**src/rtl/bfly_addsub_pkg.sv**
```systemverilog
// Shared NTT package: default datapath width, modulus, multiplier latency and stage size,
// common to the butterfly, the multiplier and the address generator.
package bfly_addsub_pkg;

  localparam int NTT_DATA_WIDTH = 14;
  localparam int NTT_Q          = 3329;
  localparam int NTT_MUL_LAT    = 4;
  localparam int NTT_N_PAIRS    = 256;

endpackage

```
**src/rtl/bfly_addsub_if.sv**
```systemverilog
// Butterfly add/sub stream interface: operand side in, result side out.
// The half_in signal exists only when BFLY_HALF_EN is defined.
interface bfly_addsub_if import bfly_addsub_pkg::*; #(
  parameter int DATA_WIDTH = NTT_DATA_WIDTH
);

  logic                  valid_in;
  logic [DATA_WIDTH-1:0] a_in;
  logic [DATA_WIDTH-1:0] p_in;
`ifdef BFLY_HALF_EN
  logic                  half_in;
`endif
  logic                  valid_out;
  logic [DATA_WIDTH-1:0] sum_out;
  logic [DATA_WIDTH-1:0] diff_out;
  logic                  last_out;

  modport master (
`ifdef BFLY_HALF_EN
    output half_in,
`endif
    output valid_in, a_in, p_in,
    input  valid_out, sum_out, diff_out, last_out
  );

  modport slave (
`ifdef BFLY_HALF_EN
    input  half_in,
`endif
    input  valid_in, a_in, p_in,
    output valid_out, sum_out, diff_out, last_out
  );

endinterface

```
**src/rtl/delay_line.sv**
```systemverilog
// Fixed-depth shift register with synchronous clear; aligns operand side-band with
// the multiplier product.
module delay_line #(
  parameter int WIDTH = 1,
  parameter int DEPTH = 1
) (
  input  logic             clk,
  input  logic             rst,
  input  logic [WIDTH-1:0] d_i,
  output logic [WIDTH-1:0] q_o
);

  logic [WIDTH-1:0] stage_q [DEPTH];

  always_ff @(posedge clk) begin
    if (rst) begin
      for (int i = 0; i < DEPTH; i++) stage_q[i] <= '0;
    end else begin
      stage_q[0] <= d_i;
      for (int i = 1; i < DEPTH; i++) stage_q[i] <= stage_q[i-1];
    end
  end

  assign q_o = stage_q[DEPTH-1];

endmodule

```
**src/rtl/bfly_addsub.sv**
```systemverilog
// NTT butterfly add/sub stage: (a+p) mod Q and (a-p) mod Q with stage-end pulse.
// Optional halving of both results (INTT) is enabled by the BFLY_HALF_EN macro.
module bfly_addsub import bfly_addsub_pkg::*; #(
  parameter int DATA_WIDTH = NTT_DATA_WIDTH,
  parameter int Q          = NTT_Q,
  parameter int MUL_LAT    = NTT_MUL_LAT,
  parameter int N_PAIRS    = NTT_N_PAIRS
) (
  input  logic         clk,
  input  logic         rst,
  bfly_addsub_if.slave bus
);

`ifdef BFLY_HALF_EN
  localparam int DL_W = DATA_WIDTH + 2;
`else
  localparam int DL_W = DATA_WIDTH + 1;
`endif
  localparam int                  CNT_W    = (N_PAIRS > 1) ? $clog2(N_PAIRS) : 1;
  localparam logic [DATA_WIDTH:0] QW       = (DATA_WIDTH+1)'(Q);
  localparam logic [CNT_W-1:0]    LAST_IDX = CNT_W'(N_PAIRS - 1);

  logic [DL_W-1:0]       dlIn, dlOut;
  logic                  dValid;
  logic [DATA_WIDTH-1:0] dA;

`ifdef BFLY_HALF_EN
  logic dHalf;
  assign dlIn = {bus.valid_in, bus.half_in, bus.a_in};
  assign {dValid, dHalf, dA} = dlOut;

  // Odd values get +Q first so the shift stays an exact division modulo Q.
  function automatic logic [DATA_WIDTH-1:0] halve(input logic [DATA_WIDTH-1:0] x);
    logic [DATA_WIDTH:0] t;
    t = {1'b0, x} + (x[0] ? QW : '0);
    return DATA_WIDTH'(t >> 1);
  endfunction
`else
  assign dlIn = {bus.valid_in, bus.a_in};
  assign {dValid, dA} = dlOut;
`endif

  delay_line #(
    .WIDTH (DL_W),
    .DEPTH (MUL_LAT)
  ) u_delay (
    .clk (clk),
    .rst (rst),
    .d_i (dlIn),
    .q_o (dlOut)
  );

  logic [DATA_WIDTH:0]   sumRaw, diffRaw;
  logic [DATA_WIDTH-1:0] sumMod, diffMod;

  always_comb begin
    sumRaw  = {1'b0, dA} + {1'b0, bus.p_in};
    diffRaw = {1'b0, dA} - {1'b0, bus.p_in};
    sumMod  = (sumRaw >= QW) ? DATA_WIDTH'(sumRaw - QW) : sumRaw[DATA_WIDTH-1:0];
    diffMod = diffRaw[DATA_WIDTH] ? DATA_WIDTH'(diffRaw + QW) : diffRaw[DATA_WIDTH-1:0];
  end

  logic                  valid_q, valid_d;
  logic                  last_q, last_d;
  logic [DATA_WIDTH-1:0] sum_q, sum_d;
  logic [DATA_WIDTH-1:0] diff_q, diff_d;
  logic [CNT_W-1:0]      pairCnt_q, pairCnt_d;

  always_comb begin
    valid_d   = dValid;
    last_d    = 1'b0;
    sum_d     = sum_q;
    diff_d    = diff_q;
    pairCnt_d = pairCnt_q;
    if (dValid) begin
`ifdef BFLY_HALF_EN
      sum_d  = dHalf ? halve(sumMod)  : sumMod;
      diff_d = dHalf ? halve(diffMod) : diffMod;
`else
      sum_d  = sumMod;
      diff_d = diffMod;
`endif
      last_d    = (pairCnt_q == LAST_IDX);
      pairCnt_d = last_d ? '0 : pairCnt_q + CNT_W'(1);
    end
  end

  always_ff @(posedge clk) begin
    if (rst) begin
      valid_q   <= 1'b0;
      last_q    <= 1'b0;
      sum_q     <= '0;
      diff_q    <= '0;
      pairCnt_q <= '0;
    end else begin
      valid_q   <= valid_d;
      last_q    <= last_d;
      sum_q     <= sum_d;
      diff_q    <= diff_d;
      pairCnt_q <= pairCnt_d;
    end
  end

  assign bus.valid_out = valid_q;
  assign bus.last_out  = last_q;
  assign bus.sum_out   = sum_q;
  assign bus.diff_out  = diff_q;

endmodule

```
**src/flat_wrapper.sv**
```systemverilog
// flat-port wrapper written by rule: the top's interface ports become plain ports
module bfly_addsub_flat import bfly_addsub_pkg::*;
#(
  parameter int DATA_WIDTH = NTT_DATA_WIDTH,
  parameter int Q          = NTT_Q,
  parameter int MUL_LAT    = NTT_MUL_LAT,
  parameter int N_PAIRS    = NTT_N_PAIRS
)
  (clk, rst, bus_valid_in, bus_a_in, bus_p_in, bus_valid_out, bus_sum_out, bus_diff_out, bus_last_out);
  bfly_addsub_if #(.DATA_WIDTH(DATA_WIDTH)) bus_i ();
  input  logic clk;
  input  logic rst;
  input wire logic [$bits(bus_i.valid_in)-1:0] bus_valid_in;
  input wire logic [$bits(bus_i.a_in)-1:0] bus_a_in;
  input wire logic [$bits(bus_i.p_in)-1:0] bus_p_in;
  output wire logic [$bits(bus_i.valid_out)-1:0] bus_valid_out;
  output wire logic [$bits(bus_i.sum_out)-1:0] bus_sum_out;
  output wire logic [$bits(bus_i.diff_out)-1:0] bus_diff_out;
  output wire logic [$bits(bus_i.last_out)-1:0] bus_last_out;
  assign bus_i.valid_in = bus_valid_in;
  assign bus_i.a_in = bus_a_in;
  assign bus_i.p_in = bus_p_in;
  assign bus_valid_out = bus_i.valid_out;
  assign bus_sum_out = bus_i.sum_out;
  assign bus_diff_out = bus_i.diff_out;
  assign bus_last_out = bus_i.last_out;
  bfly_addsub #(.DATA_WIDTH(DATA_WIDTH), .Q(Q), .MUL_LAT(MUL_LAT), .N_PAIRS(N_PAIRS)) u_core (.clk(clk), .rst(rst), .bus(bus_i));
endmodule
```
**config.mk**
```make
export PLATFORM = sky130hd
export DESIGN_NAME = bfly_addsub_flat
export DESIGN_NICKNAME = d
export VERILOG_FILES = /design/src/rtl/bfly_addsub_pkg.sv /design/src/rtl/bfly_addsub_if.sv /design/src/rtl/delay_line.sv /design/src/rtl/bfly_addsub.sv /design/src/flat_wrapper.sv
export SDC_FILE = /design/constraint.sdc
export NUM_CORES = 1
export LEC_CHECK = 0
export CAP_MARGIN = 20
export CORE_UTILIZATION = 30
export DETAILED_ROUTE_END_ITERATION = 12
export PLACE_DENSITY = 0.47
export SLEW_MARGIN = 5
export SYNTH_ARGS = -nofsm -noshare
export SYNTH_HDL_FRONTEND = slang
export SYNTH_HIERARCHICAL = 1
export SYNTH_SLANG_ARGS = --single-unit
```
**constraint.sdc**
```tcl
create_clock -name clk -period 6 [get_ports clk]
set_input_delay 1.8 -clock clk [delete_from_list [all_inputs] [get_ports clk]]
set_output_delay 1.8 -clock clk [all_outputs]
set_load 0.1 [all_outputs]
```
# Word-level counts from Yosys, hierarchy flattened
# Memory sizes are Yosys's and may differ from the RTL's.
# Cells that the tools add are included.
dict set report op_classes {
  n_addsub 5
  mul 0
  div 0
  n_lt_le_gt_ge 1
  eq_ne 1
  shifts 0
  muxes 10
  n_bitwise 5
  reduce_logical 1
}
# operator count
set ops {}
lappend ops {{$mux 15} 4}
lappend ops {{$mux 14} 2}
lappend ops {{$add 14x14->15} 1}
lappend ops {{$ge 15x12->1 const B} 1}
lappend ops {{$sub 14x14->15} 1}
lappend ops {{$add 14x12->14 const B} 1}
lappend ops {{$sub 14x12->14 const B} 1}
lappend ops {{$add 8x1->8 const B} 1}
lappend ops {{$eq 8x8->1 const B} 1}
lappend ops {{$mux 8} 1}
lappend ops {{$or 1x1->1} 4}
lappend ops {{$mux 1} 3}
lappend ops {{$reduce_or 2->1} 1}
lappend ops {{$not 1->1} 1}
dict set report word_totals {
  ff_bits 38
  latchBits 0
  ramBits 60
  romBits 0
  in_bits 31
  output_inout_bits 30
  word_cells 29
  memories 1
}
# memory words word_bits read_ports rd_ports_with_merged_regs wr line
set memory_table {}
lappend memory_table {u_core.u_delay.stage_q 4 15 4 0 4 delay_line.sv:13} ;# logic [WIDTH-1:0] stage_q [DEPTH];

# Depth between registers and ports, before layout
dict set report logic_depth {
  word_depth 3
  mapped_depth 13
  ltp_nobuf 12
}

# Cells and area by module
# Netlist, hierarchy kept.
# module n_inst cells_each area_each_um2 seq_area_each_um2
set by_module_without_submodules {}
lappend by_module_without_submodules {bfly_addsub 1 450 3671.0 760.7}
lappend by_module_without_submodules {delay_line 1 126 1606.5 1201.2}

# Worst setup path after synthesis
# Ideal clock, no wire load.
dict set report synth_timing {
  kind {input port to flip-flop}
  from {in bus_p_in[0]}
  to {reg u_core.sum_q[6] (netlist: u_core/bus.sum_out[6])}
  setup_ns 0.122
  arrival_ns 4.240
  t_required_ns 5.878
  slack_ns 1.637
  cell_stages 12
  path_buffers 1
  path_cell_list {ha_1 inv_1 fa_1 o21ba_2 o2111ai_2 a21oi_1 xnor2_1 a32oi_1 a311oi_2 buf_6 nor3_1 a221o_1}
}
dict set report synth_between {
  elab_chain_len 3
  elab_cells_between_ends 4
  classes_between {add/sub: 2; order compare: 1; mux: 1}
}
# element line
set synth_rtl {}
lappend synth_rtl {{from (decl)} flat_wrapper.sv:15} ;# input wire logic [$bits(bus_i.p_in)-1:0] bus_p_in;
lappend synth_rtl {{$add 14x14->15 (*)} bfly_addsub.sv:57} ;# sumRaw = {1'b0, dA} + {1'b0, bus.p_in};
lappend synth_rtl {{$sub 14x12->14 or $ge 15x12->1 (tied branches)} bfly_addsub.sv:59} ;# sumMod = (sumRaw >= QW) ? DATA_WIDTH'(sumRaw - QW) : sumRaw[DATA_WIDTH-1:0];
lappend synth_rtl {{$mux 14 (*)} bfly_addsub.sv:59}
lappend synth_rtl {{to (signal assigned)} bfly_addsub.sv:98} ;# sum_q <= sum_d;
lappend synth_rtl {{to (decl)} bfly_addsub.sv:65} ;# logic [DATA_WIDTH-1:0] sum_q, sum_d;
# Every way passes the cells marked *; elsewhere a longest branch is shown, timed or not.
# A chain may end at the register's enable or synchronous reset.

# Worst setup path after layout
# Same ends and word-level chain as after synthesis.

==> reports/metrics.yaml <==
clock_tree:
  clk_pin_slew_ns: 0.07
  tritoncts: "yes"
  cts-hold-fix-buffers: 0
  number_of_buffers_added_by_the_clock_tree_synthesis_step: 9
  clk_buf_depth: 2
  buffers_inserted_during_post_cts_setup_optimization: 0
  ctsRootBufferMaster: "clkbuf_16"
  numClockSinks: 98
  htree_levels: 3
  clk_latency_ns: 0.35
  cts_resized: 0
final_layout:
  multi_input_area_um2: 3040
  most-common-layout-cells: "dfxtp_1, nor2b_1, clkdlybuf4s50_1"
  layout.cells.most_common: "dfxtp_1"
  nNetsFinal: 688
  diodes: 0
  final_cell_area_um2: 6370
  nFillCells: 1758
  flow.area_growth_from_synthesis_pct: 20.6
  drive_above_1_share: 0.0717
  ff_latch_area_um2: 1960
timing:
  final-setup-viol-count: 0
  post-route-period-util: 0.826
  fin_tns_setup_ns: 0
  timing.final.hold_violations: 0
  rsz0062_at_grt: "no"
  report.final.slew_viol_count: 0
  worst-slew-pin-transition_ns: 1.00
  maxClockFrequency_ghz: 0.202
  final.setup_skew_ns: 0.00735
  worst_slew_margin_rel: 0.330
  hold_ws_ns: 0.435
  min_period_ns: 4.95
flow_run:
  drv_cap: 0
route:
  detail_route.vias_per_cell: 4.84
  via_count: 4132
  drc: 0
  ant_nets: 0
  finalWirelength_um: 12200
  violation_count_after_the_first_detailed_routing_iteration: 156
  average_routed_wire_per_standard_cell_um: 14.4
  detailed_routing_iterations_pass_1: 6
setup_path:
  worst-endpoint-arrival_ns: 5.19
  rr_worst_depth: 12
  timing.setup.critical_path_class: "in2reg"
  rr_startpoint: "u_core/u_delay/stage_q[3][0]"
  worst_stage_delay_on_the_critical_path_ns: 0.49
  worst_ep_required_time_ns: 6.24
  r2r_end: "u_core/bus.sum_out[6]"
  ff2ff_setup_slack_ns: 2.64
  cp-end-kind: "register"
  critical_path_buf_inv_count: 3
  path_cells: "clkdlybuf4s50_1, ha_1, inv_1, fa_1, xnor2_1, and3_1, o2111ai_1, nor4_2, a32oi_1, a311oi_2, buf_4, nor3_1, a221o_1"
  worst_path_max_delay_cell: "clkdlybuf4s50_1"
  startpoint_types: "input port"
  cpLargestDelayFamily: "compound AO/OA/AOI/OAI gates"
  launching_element_of_the_worst_setup_path: "bus_p_in[0]"
  timing.critical_path.fanout_max: 21
synthesis:
  synth_seq_cells: 98
  synth_sequential_area_ratio: 0.372
  synth-simple-area-share: 0.231
  yosys.area_share.xor_xnor: 0.0664
  synth.yosys.warnings: 6
  count_of_flip_flops_with_a_built_in_enable_after_synthesis: 0
  synth_fa_ha_area_frac: 0.0835
  combinational_family_with_the_most_area_after_synthesis: "simple AND/OR/NAND/NOR gates"
  syn-cell-area_um2: 5280
  mappedNetlistNets: 641
  synth.avg_cell_area_um2: 9.16
  synth.mux.area_fraction: 0.00759
  synth_compound_area_frac: 0.188
  postSynth.asyncResetShare: 0
  post_synth_num_cell_types: 79
  dominantRegCellSynth: "dfxtp_1"
  syn-instance-count: 576
min_path:
  hold-path-cell-count: 1
  timing.hold.worst.start: "u_core/u_delay/stage_q[1][13]"
  hp-class: "reg2reg"
  hold-path-endpoint: "u_core/u_delay/stage_q[2][13]"
floorplanning:
  die_height_um: 135
  io-pin-count: 61
  coreArea_um2: 17200
  floorplan.initialDensity: 0.306
  die_area_um2: 18100
  fp.dieW_um: 135
  floorplan.rows: 48
place:
  place.port_buffers: 60
  post-dp-hpwl_um: 9460
  final_estimated_routing_congestion_in_global_placement: 0.835
  post_placement_cell_area_um2: 6030
grt:
  grt_first_pass_wirelength_um: 20400
  first_global_vias: 4034
  groute.usage.overall: 0.144
  grt_max_degree: 75
  grt_antenna_before_repair: 0
  grt_overflow_total: 0
power_and_ir_drop:
  fin_total_pwr_mw: 1.55
  p_leak_nw: 2.50
  power_density_cells_nw_per_um2: 244
  vdd_drop_max_mv: 0.132
run_status:
  outcome: "finished clean"
power by group:
part	internal [mW]	leakage (nW)	switching, mW	total, mW
Sequential	0.668	0.799	0.00544	0.673
Combinational	0.0891	1.53	0.146	0.236
Clock	0.382	0.165	0.260	0.643
registers in the layout, indices dropped and copies added, names as in the netlist:
name / count
u_core/bus.last_out: 1
u_core/bus.diff_out: 14
u_core/u_delay/stage_q: 60
u_core/bus.valid_out: 1
u_core/pairCnt_q: 8
u_core/bus.sum_out: 14
worst reg2reg max path, stage by stage, from the launching register on:
cell and delay [ns]:
dfxtp_1 0.34, ha_1 0.19, inv_1 0.06, fa_1 0.42, xnor2_1 0.46, and3_1 0.29, o2111ai_1 0.13, nor4_2 0.21
a32oi_1 0.17, a311oi_2 0.28, buf_4 0.29, nor3_1 0.08, a221o_1 0.31
final cells by class:
type	instances	share of cell area
multi-input cells	417	0.477
flip-flops and latches	98	0.308
repair buffers	64	0.0983
well taps	225	0.0442
clock buffers	10	0.0375
inverters	33	0.0195
clock inverters	6	0.0153
synthesized netlist by cell type (all sizes together) (13+ instances only):
| library cell | number | area share |
|---|---|---|
| nor2 | 41 | 0.030 |
| xnor2 | 29 | 0.048 |
| nand3 | 14 | 0.013 |
| buf | 15 | 0.019 |
| clkbuf | 13 | 0.010 |
| nand2 | 31 | 0.022 |
| ha | 32 | 0.076 |
| nor2b | 69 | 0.084 |
| a211oi | 13 | 0.020 |
| dfxtp | 98 | 0.37 |
| inv | 33 | 0.023 |
| a21oi | 15 | 0.014 |
worst max path at each step:
| stage | to | slack (ns) | cells after the start |
|---|---|---|---|
| detailed placement | u_core/bus.sum_out[6] | 0.68 | 13 |
| floorplan | u_core/bus.sum_out[6] | 1.64 | 12 |
| finish | u_core/bus.sum_out[6] | 1.05 | 13 |
| global route | u_core/bus.sum_out[6] | 0.82 | 13 |
| CTS | u_core/bus.sum_out[6] | 1.05 | 13 |
| global placement | u_core/bus.sum_out[6] | 0.73 | 13 |
stage by stage:
| stage | std cells | utilization | setup slack (ns) |
|---|---|---|---|
| 3_3_place_gp | 837 | 0.350 | 0.730 |
| 5_1_grt | 853 | 0.369 | 0.822 |
| 2_1_floorplan | 576 | - | 1.64 |
| 4_1_cts | 853 | 0.369 | 1.05 |
| 3_5_place_dp | 837 | 0.350 | 0.677 |
| 6_report | 853 | 0.369 | 1.05 |
kinds of logic (layout without fill, tap and decap cells):
group                    after synthesis  after routing
AND/OR/NAND/NOR                      218            218
AO/OA/AOI/OAI                        121            121
flip-flops                            98             98
buffers and inverters                 61            113
XOR/XNOR                              40             40
adder cells (fa/ha/maj)               34             34
multiplexers                           4              4
metal layers:
layer / up-vias / global-route usage / share of wire
li1: 2130 / - / -
met1: 1914 / 0.183 / 0.48
met2: 75 / 0.239 / 0.46
met3: 13 / 0.0300 / 0.033
met4: 0 / 0.0574 / 0.018
met5: - / 0 / 0
No activity file was read; power rests on OpenSTA's default activity.
